===== config.mk =====
export PLATFORM = sky130hd
export DESIGN_NAME = onehot_to_binary_enc
export DESIGN_NICKNAME = d
export VERILOG_FILES = /design/src/rtl/cpu_sel_pkg.sv /design/src/rtl/onehot_prio_enc.sv /design/src/rtl/onehot_to_binary_enc.sv
export SDC_FILE = /design/constraint.sdc
export NUM_CORES = 1
export LEC_CHECK = 0
export BUFFER_PORTS_ARGS = -buffer_cell sky130_fd_sc_hd__buf_4
export CAP_MARGIN = 40
export CORE_MARGIN = 5
export CORE_UTILIZATION = 35
export CTS_CLUSTER_DIAMETER = 30
export DETAILED_ROUTE_END_ITERATION = 8
export PLACE_DENSITY = 0.57
export REMOVE_ABC_BUFFERS = 1
export SKIP_CTS_REPAIR_TIMING = 1
export SYNTH_ARGS = -nofsm -noshare
export SYNTH_HDL_FRONTEND = slang
export SYNTH_HIERARCHICAL = 1
export SYNTH_SLANG_ARGS = --single-unit
export TNS_END_PERCENT = 100

===== constraint.sdc =====
create_clock -name clk -period 3.38 [get_ports clk]
set_clock_uncertainty 0.15 [all_clocks]
set_input_delay 0 -clock clk [delete_from_list [all_inputs] [get_ports clk]]
set_output_delay 0 -clock clk [all_outputs]
set_load 0.01 [all_outputs]

===== src/rtl/cpu_sel_pkg.sv =====
// cpu_sel_pkg
// Shared definitions for the register/operation select path. The select
// decoder and the one-hot to binary encoder both pull their widths, the
// select vector and code types, and the "nothing selected" code from here,
// so the two ends of the select bus cannot drift apart.
//
// Contents:
//   OH_W, BIN_W, CNT_W  default widths (one-hot vector, code, error counter)
//   sel_onehot_t        one-hot select vector
//   sel_code_t          binary select code (0 = nothing selected)
//   CODE_NONE           code for an all-zero select vector
//   occ_state_t         occupancy of the encoder's 2-entry output buffer
package cpu_sel_pkg;

    localparam int OH_W  = 20;
    localparam int BIN_W = 5;
    localparam int CNT_W = 8;

    typedef logic [OH_W-1:0]  sel_onehot_t;
    typedef logic [BIN_W-1:0] sel_code_t;

    // Code 0 is reserved for "no bit set"; bit k maps to code k+1.
    localparam sel_code_t CODE_NONE = '0;

    typedef enum logic [1:0] {
        OCC_EMPTY = 2'd0,
        OCC_ONE   = 2'd1,
        OCC_TWO   = 2'd2
    } occ_state_t;

endpackage


===== src/rtl/onehot_prio_enc.sv =====
// onehot_prio_enc
// Purely combinational lowest-index priority encoder with multi-hot detect.
// An all-zero vector gives code 0; otherwise the lowest set bit k gives
// code k+1. err flags a vector with two or more bits set.
//
// Ports:
//   onehot  in   OH_W   select vector to encode
//   code    out  BIN_W  encoded value
//   err     out  1      more than one bit set
module onehot_prio_enc #(
    parameter int OH_W  = cpu_sel_pkg::OH_W,
    parameter int BIN_W = cpu_sel_pkg::BIN_W
) (
    input  logic [OH_W-1:0]  onehot,
    output logic [BIN_W-1:0] code,
    output logic             err
);
    import cpu_sel_pkg::*;

    // Scanning from the top down lets the lowest set bit win the last write.
    // v & (v - 1) clears the lowest set bit, so anything left means multi-hot.
    always_comb begin
        code = BIN_W'(CODE_NONE);
        for (int k = OH_W - 1; k >= 0; k--) begin
            if (onehot[k]) begin
                code = BIN_W'(k + 1);
            end
        end
        err = |(onehot & (onehot - OH_W'(1)));
    end

endmodule


===== src/rtl/onehot_to_binary_enc.sv =====
// onehot_to_binary_enc
// Compresses the control unit's one-hot select vector into its binary code
// for the trace/debug and writeback-index paths. Words are encoded at the
// input transfer and held in a 2-entry FIFO so that backpressure on the
// output never drops a word. Multi-hot vectors are encoded to their lowest
// set bit and flagged with out_err.
//
// Optional build macro: ONEHOT_ENC_ERRCNT_EN adds err_count, a saturating
// count of accepted multi-hot words (cleared only by reset).
//
// Ports:
//   clk        in   1      rising-edge clock
//   reset      in   1      asynchronous active-high reset
//   in_valid   in   1      in_onehot is presented
//   in_ready   out  1      a word can be accepted this cycle
//   in_onehot  in   OH_W   one-hot select vector
//   out_valid  out  1      out_code/out_err hold a result
//   out_ready  in   1      consumer takes the result this cycle
//   out_code   out  BIN_W  encoded value of the head word
//   out_err    out  1      head word was multi-hot
//   err_count  out  CNT_W  saturating multi-hot count (macro only)
module onehot_to_binary_enc #(
    parameter int OH_W  = cpu_sel_pkg::OH_W,
    parameter int BIN_W = cpu_sel_pkg::BIN_W
`ifdef ONEHOT_ENC_ERRCNT_EN
    ,
    parameter int CNT_W = cpu_sel_pkg::CNT_W
`endif
) (
    input  logic             clk,
    input  logic             reset,
    input  logic             in_valid,
    output logic             in_ready,
    input  logic [OH_W-1:0]  in_onehot,
    output logic             out_valid,
    input  logic             out_ready,
    output logic [BIN_W-1:0] out_code,
    output logic             out_err
`ifdef ONEHOT_ENC_ERRCNT_EN
    ,
    output logic [CNT_W-1:0] err_count
`endif
);
    import cpu_sel_pkg::*;

    occ_state_t       state_q, state_d;
    logic [BIN_W-1:0] head_code_q, head_code_d;
    logic             head_err_q, head_err_d;
    logic [BIN_W-1:0] tail_code_q, tail_code_d;
    logic             tail_err_q, tail_err_d;

    logic [BIN_W-1:0] enc_code;
    logic             enc_err;
    logic             in_fire;
    logic             out_fire;

    onehot_prio_enc #(
        .OH_W  (OH_W),
        .BIN_W (BIN_W)
    ) u_prio_enc (
        .onehot (in_onehot),
        .code   (enc_code),
        .err    (enc_err)
    );

    // Handshake flags come straight from the occupancy register, so there is
    // no combinational path from out_ready back to in_ready.
    assign in_ready  = (state_q != OCC_TWO);
    assign out_valid = (state_q != OCC_EMPTY);
    assign out_code  = head_code_q;
    assign out_err   = head_err_q;

    // in_valid gates every use of the encoder result, so an undriven
    // in_onehot while idle never reaches the buffer.
    assign in_fire  = in_valid && in_ready;
    assign out_fire = out_valid && out_ready;

    // Buffer control: the head entry always drives the outputs. A pop from
    // TWO shifts the tail into the head; a push while ONE lands in the tail
    // unless the head leaves in the same cycle, in which case it replaces the
    // head directly. Vacated entries are cleared to keep the outputs quiet.
    always_comb begin
        state_d     = state_q;
        head_code_d = head_code_q;
        head_err_d  = head_err_q;
        tail_code_d = tail_code_q;
        tail_err_d  = tail_err_q;
        case (state_q)
            OCC_EMPTY: begin
                if (in_fire) begin
                    head_code_d = enc_code;
                    head_err_d  = enc_err;
                    state_d     = OCC_ONE;
                end
            end
            OCC_ONE: begin
                if (in_fire && out_fire) begin
                    head_code_d = enc_code;
                    head_err_d  = enc_err;
                end else if (in_fire) begin
                    tail_code_d = enc_code;
                    tail_err_d  = enc_err;
                    state_d     = OCC_TWO;
                end else if (out_fire) begin
                    head_code_d = BIN_W'(CODE_NONE);
                    head_err_d  = 1'b0;
                    state_d     = OCC_EMPTY;
                end
            end
            OCC_TWO: begin
                if (out_fire) begin
                    head_code_d = tail_code_q;
                    head_err_d  = tail_err_q;
                    tail_code_d = BIN_W'(CODE_NONE);
                    tail_err_d  = 1'b0;
                    state_d     = OCC_ONE;
                end
            end
            default: begin
                state_d = OCC_EMPTY;
            end
        endcase
    end

    // Buffer and occupancy registers; reset discards anything in flight.
    always_ff @(posedge clk or posedge reset) begin
        if (reset) begin
            state_q     <= OCC_EMPTY;
            head_code_q <= BIN_W'(CODE_NONE);
            head_err_q  <= 1'b0;
            tail_code_q <= BIN_W'(CODE_NONE);
            tail_err_q  <= 1'b0;
        end else begin
            state_q     <= state_d;
            head_code_q <= head_code_d;
            head_err_q  <= head_err_d;
            tail_code_q <= tail_code_d;
            tail_err_q  <= tail_err_d;
        end
    end

`ifdef ONEHOT_ENC_ERRCNT_EN
    logic [CNT_W-1:0] err_count_q, err_count_d;

    // Counted at acceptance, not at output, and held at all-ones once full.
    always_comb begin
        err_count_d = err_count_q;
        if (in_fire && enc_err && (err_count_q != {CNT_W{1'b1}})) begin
            err_count_d = err_count_q + CNT_W'(1);
        end
    end

    always_ff @(posedge clk or posedge reset) begin
        if (reset) begin
            err_count_q <= '0;
        end else begin
            err_count_q <= err_count_d;
        end
    end

    assign err_count = err_count_q;
`endif

endmodule


# ---- After elaboration in Yosys (flattened, before gate mapping)
# Cells that the tools add are included.
dict set report totals {
  reg_bits 14
  input_bits 24
  output_inout_bits 8
  word_cells 70
}
dict set report classes {
  addsub 1
  eq_ne 10
  mux 42
  bitwise 1
  reduce_logical 11
}
# cell n
set op_table {}
lappend op_table {{two-way mux 5 bit} 26}
lappend op_table {{bitwise AND 20 bit} 1}
lappend op_table {{OR reduction 20 bit} 1}
lappend op_table {{subtractor 20 x 1 -> 20 bit, second input constant} 1}
lappend op_table {{one-hot mux 5 bit (3 select lines)} 1}
lappend op_table {{two-way mux 2 bit} 5}
lappend op_table {{inequality test 2 bit, second input constant} 5}
lappend op_table {{one-hot mux 5 bit (2 select lines)} 1}
lappend op_table {{inequality test 3 bit, second input constant} 3}
lappend op_table {{AND reduction 4 bit} 2}
lappend op_table {{two-way mux 1 bit} 6}
lappend op_table {{one-hot mux 2 bit (3 select lines)} 1}
lappend op_table {{AND reduction 5 bit} 1}
lappend op_table {{nonzero test 2 bit} 2}
lappend op_table {{logical AND 1 bit} 3}
lappend op_table {{one-hot mux 1 bit (3 select lines)} 1}
lappend op_table {{nonzero test 3 bit} 1}
lappend op_table {{== test 2 x 1 -> 1 bit, second input constant} 1}
lappend op_table {{== test 2 bit, second input constant} 1}
lappend op_table {{zero test 2 bit} 1}
lappend op_table {{one-hot mux 1 bit (2 select lines)} 1}

# ---- Logic depth before layout (Yosys ltp)
# Gate-level depths: netlist of the first run.
dict set report depth {
  word_depth 23
  ltp_mapped 8
  mapped_depth_nobuf 7
}

# ---- Cells and area by module
# The synthesis of the first run kept the hierarchy.
# mod instances cells_each area_each_um2 seq_area_each_um2
set modules_own_cells {}
lappend modules_own_cells {onehot_to_binary_enc 1 93 818.3 350.3}
lappend modules_own_cells {onehot_prio_enc 1 66 397.9 0.0}

# ---- Worst setup path before layout of the first run
# Ideal clock, no wire load.
dict set report synth_timing {
  path_kind {in2reg}
  from {input port in_onehot[10]}
  to {register tail_err_q}
  setup_ns 0.135
  arrival_time_ns 2.148
  required_time_ns 3.095
  setup_slack_ns 0.947
  stages 7
  n_path_buf 0
  cell_sequence {or4_4 > or4_4 > a211oi_2 > nor2_1 > or4_1 > a22oi_1 > o21ai_0}
}
dict set report synth_between {
  elab_chain_len 6
}
# element line
set synth_lines {}
lappend synth_lines {{from (decl)} onehot_to_binary_enc.sv:34} ;# input logic [OH_W-1:0] in_onehot,
lappend synth_lines {{subtractor 20 x 1 -> 20 bit} onehot_prio_enc.sv:29} ;# err = |(onehot & (onehot - OH_W'(1)));
lappend synth_lines {{bitwise AND 20 bit *} onehot_prio_enc.sv:29}
lappend synth_lines {{OR reduction 20 bit *} onehot_prio_enc.sv:29}
lappend synth_lines {{net enc_err} onehot_to_binary_enc.sv:53} ;# logic enc_err;
lappend synth_lines {{two-way mux 1 bit *} onehot_to_binary_enc.sv:100} ;# end else if (in_fire) begin
lappend synth_lines {{two-way mux 1 bit *} onehot_to_binary_enc.sv:97} ;# if (in_fire && out_fire) begin
lappend synth_lines {{one-hot mux 1 bit (2 select lines) *} onehot_to_binary_enc.sv:88} ;# case (state_q)
lappend synth_lines {{to (signal assigned)} onehot_to_binary_enc.sv:138} ;# tail_err_q <= tail_err_d;
lappend synth_lines {{to (decl)} onehot_to_binary_enc.sv:50} ;# logic tail_err_q, tail_err_d;
# Mark *: on every way through the listed nets, which the timed path passes. The rest lies on a longest branch. The select of a mux whose other input is x is not followed.
# A chain may end at the register's enable or synchronous reset.

# ---- Worst setup path after layout of the first run
dict set report layout_timing {
  from {input port in_onehot[2]}
  to {register tail_err_q}
}
# The elaborated chain is that of the path after synthesis.

==> impl_metrics.csv, run 1 <==
group,metric,value,unit
min_path,min_from,"in_onehot[1]",
critical_path,ff2ff_setup_slack,1.05,ns
grt,antenna_found_initial,0,
synth,async_reset_ff_share,100.0,%
power,powerDensity,641.0,nW/um2
critical_path,path_class,"input port to flop",
power,combinationalPowerShare,61.2,%
floorplanning,design.die.area,4753,um2
routing,antenna_left,0,
floorplanning,coreArea,3363,um2
placement,numPortBuffers,31,
timing,max_slew.worst_pin.slew,0.7377,ns
power,leakage,0.0006506,uW
layout,ff_latch_area,350.3,um2
floorplanning,ioPinCount,32,
grt,grt_pass1_wl,5368,um
cts,clockRootBuffer,"clkbuf_4",
routing,drcViolationCount,0,
routing,totalWireLength,3374,um
power,pwr-share-clk,9.2,%
timing,min_period,2.914,ns
cts,cts_buffer_depth,2,
timing,finalSetupViolCount,0,
routing,vias,1337,
placement,dp.cells,232,
routing,drt_iter0_drc,87,
timing,setup_tns,0,ns
critical_path,crit_path_max_fanout,5,
critical_path,critPathRequiredTime,3.37,ns
routing,wl_per_cell,14.06,um
routing,dr.pass1.iters,5,
cts,cts-buffers-inserted,3,
layout,drive_gt1_share,22.16,%
min_path,hold_class,"input port to flop",
placement,dp_slack,0.7081,ns
cts,tritoncts,"done",
timing,finalHoldViolCount,2,
grt,grt_pass1_vias,1193,
cts,htreeDepth,1,
layout,fillers,368,
status,violations,"hold timing",
layout,syn2layout_area_growth,27.98,%
synth,synth_area,1216,um2
timing,setup_slack,0.4657,ns
status,outcome,"finished with violations",
power,cell_internal_pwr,550.2,uW
timing,fin_crit_sh,86.22,%
routing,viasPerCell,5.571,
synth,avgSynthCellArea,7.649,um2
cts,clk_pin_slew,0.08,ns
timing,max_freq,343.1,MHz
layout,fin_nets,225,
power,switching_share,44.85,%
placement,gp_congestion,0.8373,
layout,antenna_cells,0,
min_path,whs_path_depth,4,
critical_path,arrival,2.91,ns
timing,max-slew-margin-rel,50.30,%
grt,grt_usage,14.55,%
synth,synth_cell_types,43,
power,p_seq_share,29.6,%
synth,yosysWarnings,6,
critical_path,worstSetupEndpointType,"flop",
min_path,min_to,"out_code[0]",
synth,synth-edff-count,0,
synth,ys_seq_area_share,28.81,%
layout,fin_cells,240,
floorplanning,die_h,68.95,um
grt,overflow,0,
placement,dp.final_hpwl,2533,um
run,maxCapViolCount,0,
power,p_sw,447.4,uW
timing,hold_ws,-0.008608,ns
synth,yosys_register_bits,14,
timing,rsz0062_at_grt,"false",
floorplanning,initial_utilization,36.16,%
floorplanning,rows,21,
critical_path,r2r-end,"out_code[2]",
layout,multi_input_area,805.8,um2
synth,synth_flop_cell,"dfrtp_1",
grt,grt_max_degree,15,
critical_path,cp-start-kind,"input port",
cts,worstSkewPairLatency,0.27,ns
synth,synthCells,159,
critical_path,r2r_start,"state_q[0]",
critical_path,r2r_cells,6,
power,irDropWorstVdd,0.3582,mV
floorplanning,die_x,68.95,um
timing,maxSlewViolCount,0,
cts,cts_sinks,14,
[power groups by stage]
stage | clock network [uW] | logic [uW] | registers, uW
after floorplan | 0 | 384 | 308
after global placement | 0 | 603 | 296
after detailed placement | 0 | 611 | 300
after CTS | 94.2 | 615 | 297
after global routing | 102 | 698 | 307
final | 92.0 | 610 | 295
[kinds of logic (layout without fill, tap and decap cells)]
| group | count (synthesis) | in the layout | synth area share [%] |
|---|---|---|---|
| AO/OA/AOI/OAI | 54 | 54 | 30.66 |
| adder cells (fa/ha/maj) | 5 | 5 | 5.144 |
| buffers and inverters | 14 | 49 | 4.938 |
| flip-flops | 14 | 14 | 28.81 |
| multiplexers | 1 | 1 | 0.8231 |
| AND/OR/NAND/NOR | 71 | 71 | 29.63 |
[how the worst max path moves through the flow]
stage	from	depth (start not counted)	slack, ns	to
floorplan	in_onehot[10]	7	0.95	tail_err_q
global placement	in_onehot[10]	8	0.74	tail_err_q
detailed placement	in_onehot[10]	8	0.71	tail_err_q
CTS	in_onehot[10]	8	1.0	tail_err_q
global route	in_onehot[2]	9	0.38	tail_err_q
finish	in_onehot[2]	9	0.47	tail_err_q
[Yosys cell counts (all sizes together) (4+ instances only)]
library cell   n  share of area (%)
nor3           5                2.1
inv           10                3.1
dfrtp         14                 29
a21oi          7                2.9
o21ai         11                4.5
a31oi          8                4.1
o22ai          5                3.1
nand2         21                6.5
nor2          20                6.2
nor2b          4                2.1
ha             5                5.1
or4            5                3.7
a22oi          6                3.7
[sequential cells by signal, indices dropped and copies added, names as in the netlist]
| signal | flops |
|---|---|
| out_code | 5 |
| tail_err_q | 1 |
| out_err | 1 |
| state_q | 2 |
| tail_code_q | 5 |
[final cells by class]
| cell class | count | share of cell area (%) |
|---|---|---|
| Multi-Input combinational cell | 131 | 51.77 |
| Sequential cell | 14 | 22.51 |
| Tap cell | 46 | 3.698 |
| Clock buffer | 3 | 1.447 |
| Timing Repair Buffer | 36 | 18.17 |
| Inverter | 10 | 2.412 |
[stage by stage]
stage          power [uW]  hold WS, ns  utilization (%)  instance area (um2)
5_1_grt              1108     0.004780            46.28                 1556
3_5_place_dp        911.4     -0.06791            44.12                 1484
3_3_place_gp        898.8     -0.07275            44.12                 1484
6_report            997.6    -0.008608            46.28                 1556
4_1_cts              1006      -0.3699            44.79                 1506
2_1_floorplan       691.8      -0.2608                -                 1194
[worst max-delay path, stage by stage]
cell	delay, ns
dlygate4sd3_1	0.55
buf_4	0.16
or4_1	0.55
or4_4	0.55
a211oi_2	0.23
nor2_1	0.07
or4_1	0.54
a22oi_1	0.17
o21ai_0	0.09
[metal layers]
metal	vias to the layer above	wire length (um)	track usage (%)
met1	615	1443	18.24
li1	667	-	-
met5	-	0	0
met3	4	234	3.404
met4	0	19	2.190
met2	51	1677	25.71
[layout by cell type, fill, tap and decap left out, types with 2 or more instances in the layout]
| cell | count |
|---|---|
| buf_4 | 31 |
| nand2_1 | 21 |
| nor2_1 | 20 |
| dfrtp_1 | 14 |
| o21ai_0 | 10 |
| inv_1 | 10 |
| a31oi_1 | 8 |
| a21oi_1 | 7 |
| a22oi_1 | 6 |
| ha_1 | 5 |
| dlygate4sd3_1 | 5 |
| nor3_1 | 5 |
| nor2b_1 | 4 |
| o22ai_1 | 4 |
| o21bai_1 | 3 |
| clkbuf_4 | 3 |
| or4_1 | 3 |
| nand2b_1 | 2 |
| nand3b_1 | 2 |
| or4_4 | 2 |
| or2_2 | 2 |
| nand3_1 | 2 |
| nor4_1 | 2 |
| a211oi_1 | 2 |
| o31a_1 | 2 |
| o41ai_1 | 2 |
(Power assumes the default switching activity.)
==> run 2, diff against run 1 <==
--- a/config.mk
+++ b/config.mk
@@ -7,6 +7,7 @@
 export LEC_CHECK = 0
 export BUFFER_PORTS_ARGS = -buffer_cell sky130_fd_sc_hd__buf_4
 export CAP_MARGIN = 40
+export CORE_ASPECT_RATIO = 1.1
 export CORE_MARGIN = 5
 export CORE_UTILIZATION = 35
 export CTS_CLUSTER_DIAMETER = 30
==> run 2 against run 1 <==
Net effect: the run still ends with hold timing left; sequential share of layout area increased by 0.11 points; clock-buffer cell count unchanged; critical endpoint unchanged; maximum frequency decreased by 0.51%.
==> impl_metrics.csv, run 2 (same netlist as run 1, synthesis figures left out) <==
group,metric,value,unit
status,outcome,"finished with violations",
status,violations,"hold timing",
power,combinationalPowerShare,61.4,%
critical_path,worstSetupEndpointType,"flop",
cts,cts_buffer_depth,2,
timing,finalSetupViolCount,0,
placement,numPortBuffers,31,
grt,grt_usage,14.60,%
power,pwr-share-clk,9.0,%
cts,tritoncts,"done",
timing,setup_slack,0.4507,ns
power,p_sw,452.1,uW
cts,cts-buffers-inserted,3,
cts,clk_pin_slew,0.08,ns
placement,dp.cells,234,
grt,grt_max_degree,15,
critical_path,cp-start-kind,"input port",
layout,syn2layout_area_growth,27.37,%
floorplanning,ioPinCount,32,
timing,max_freq,341.4,MHz
layout,fillers,352,
cts,cts_sinks,14,
critical_path,critPathRequiredTime,3.37,ns
floorplanning,die_x,66.21,um
layout,final_common_cell,"buf_4",
placement,gp_congestion,0.7743,
grt,antenna_found_initial,0,
routing,drt_iter0_drc,107,
power,finalPower,1003,uW
timing,setup_tns,0,ns
floorplanning,design.die.area,4755,um2
timing,max-slew-margin-rel,46.43,%
timing,max_slew.worst_pin.slew,0.7952,ns
routing,dr_wl_met3,154,um
routing,totalWireLength,3385,um
routing,dr.pass1.iters,5,
critical_path,arrival,2.92,ns
routing,wl_met2,1647,um
cts,htreeDepth,1,
routing,viasPerCell,5.481,
min_path,whs_path_depth,4,
routing,m1WireLength,1509,um
placement,dp_slack,0.7188,ns
power,powerDensity,647.3,nW/um2
run,maxCapViolCount,0,
floorplanning,coreArea,3358,um2
placement,dp.final_hpwl,2591,um
placement,placed_area,1486,um2
routing,drcViolationCount,0,
power,cell_internal_pwr,550.5,uW
layout,fin_cells,241,
grt,grt_pass1_wl,5671,um
critical_path,path_class,"input port to flop",
floorplanning,die_h,71.83,um
timing,fin_crit_sh,86.67,%
grt,grt_pass1_vias,1238,
timing,maxSlewViolCount,0,
floorplanning,initial_utilization,36.21,%
layout,final_area,1549,um2
layout,final_cell_mix,"31 x buf_4, 21 x nand2_1, 20 x nor2_1",
layout,fin_nets,224,
power,irDropWorstVdd,0.3744,mV
layout,antenna_cells,0,
cts,clockRootBuffer,"clkbuf_4",
timing,min_period,2.929,ns
critical_path,r2r_cells,6,
layout,drive_gt1_share,22.28,%
floorplanning,rows,22,
timing,rsz0062_at_grt,"false",
power,p_seq_share,29.6,%
grt,overflow,0,
routing,wl_per_cell,14.05,um
timing,hold_ws,-0.009513,ns
routing,antenna_left,0,
routing,vias,1321,
routing,top_layer_used,"met4",
critical_path,crit_path_max_fanout,5,
power,switching_share,45.09,%
cts,worstSkewPairLatency,0.27,ns
min_path,hold_class,"input port to flop",
timing,finalHoldViolCount,2,
power,leakage,0.0006464,uW
-- run 2: changes by cell type in the layout (fill, tap and decap cells not counted), sizes merged --
cell | before | now
dlygate4sd3 | 5 | 4
-- run 2: critical path: stages --
cell and delay, ns:
dlygate4sd3_1 0.56, buf_4 0.16, or4_1 0.54, or4_4 0.55
a211oi_1 0.24, nor2_1 0.06, or4_1 0.54, a22oi_1 0.17
o21ai_0 0.09
-- run 2: through the flow --
step,hold WS (ns),util [%]
final,-0.009513,46.13
after global placement,-0.07180,44.26
after CTS,-0.3679,44.93
after floorplan,-0.2608,-
after global routing,0.01298,46.13
after detailed placement,-0.06564,44.26
-- run 2: path summary, 6_finish.rpt --
kind                       slack, ns      startpoint        endpoint
max in group asynchronous       2.55           reset  tail_code_q[0]
setup / recovery                0.45    in_onehot[2]      tail_err_q
hold reg to reg                 0.36  tail_code_q[2]  tail_code_q[2]
min in group asynchronous       0.17           reset      state_q[1]
setup reg to reg                1.04      state_q[0]     out_code[0]
hold / removal                 -0.01    in_onehot[3]     out_code[0]
-- run 2: per-layer routing --
metal,vias up,global-route usage (%)
li1,668,-
met1,611,19.20
met2,34,24.92
met3,8,3.448
met4,0,1.580
met5,-,0
-- run 2: power by group through the flow --
stage	sequential [uW]	clock, uW	combinational, uW
after floorplan	308	0	384
after global placement	296	0	606
after detailed placement	301	0	614
after CTS	298	94.4	617
after global routing	309	102	692
final	297	90.3	616
-- run 2: area by class of cell --
type                    instances  area, um2  share of cell area [%]
clock buffers                   3      22.52                   1.454
flip-flops and latches         14      350.3                   22.62
multi-input cells             131      805.8                   52.02
repair buffers                 35      272.8                   17.61
well taps                      48      60.06                   3.877
inverters                      10      37.54                   2.423
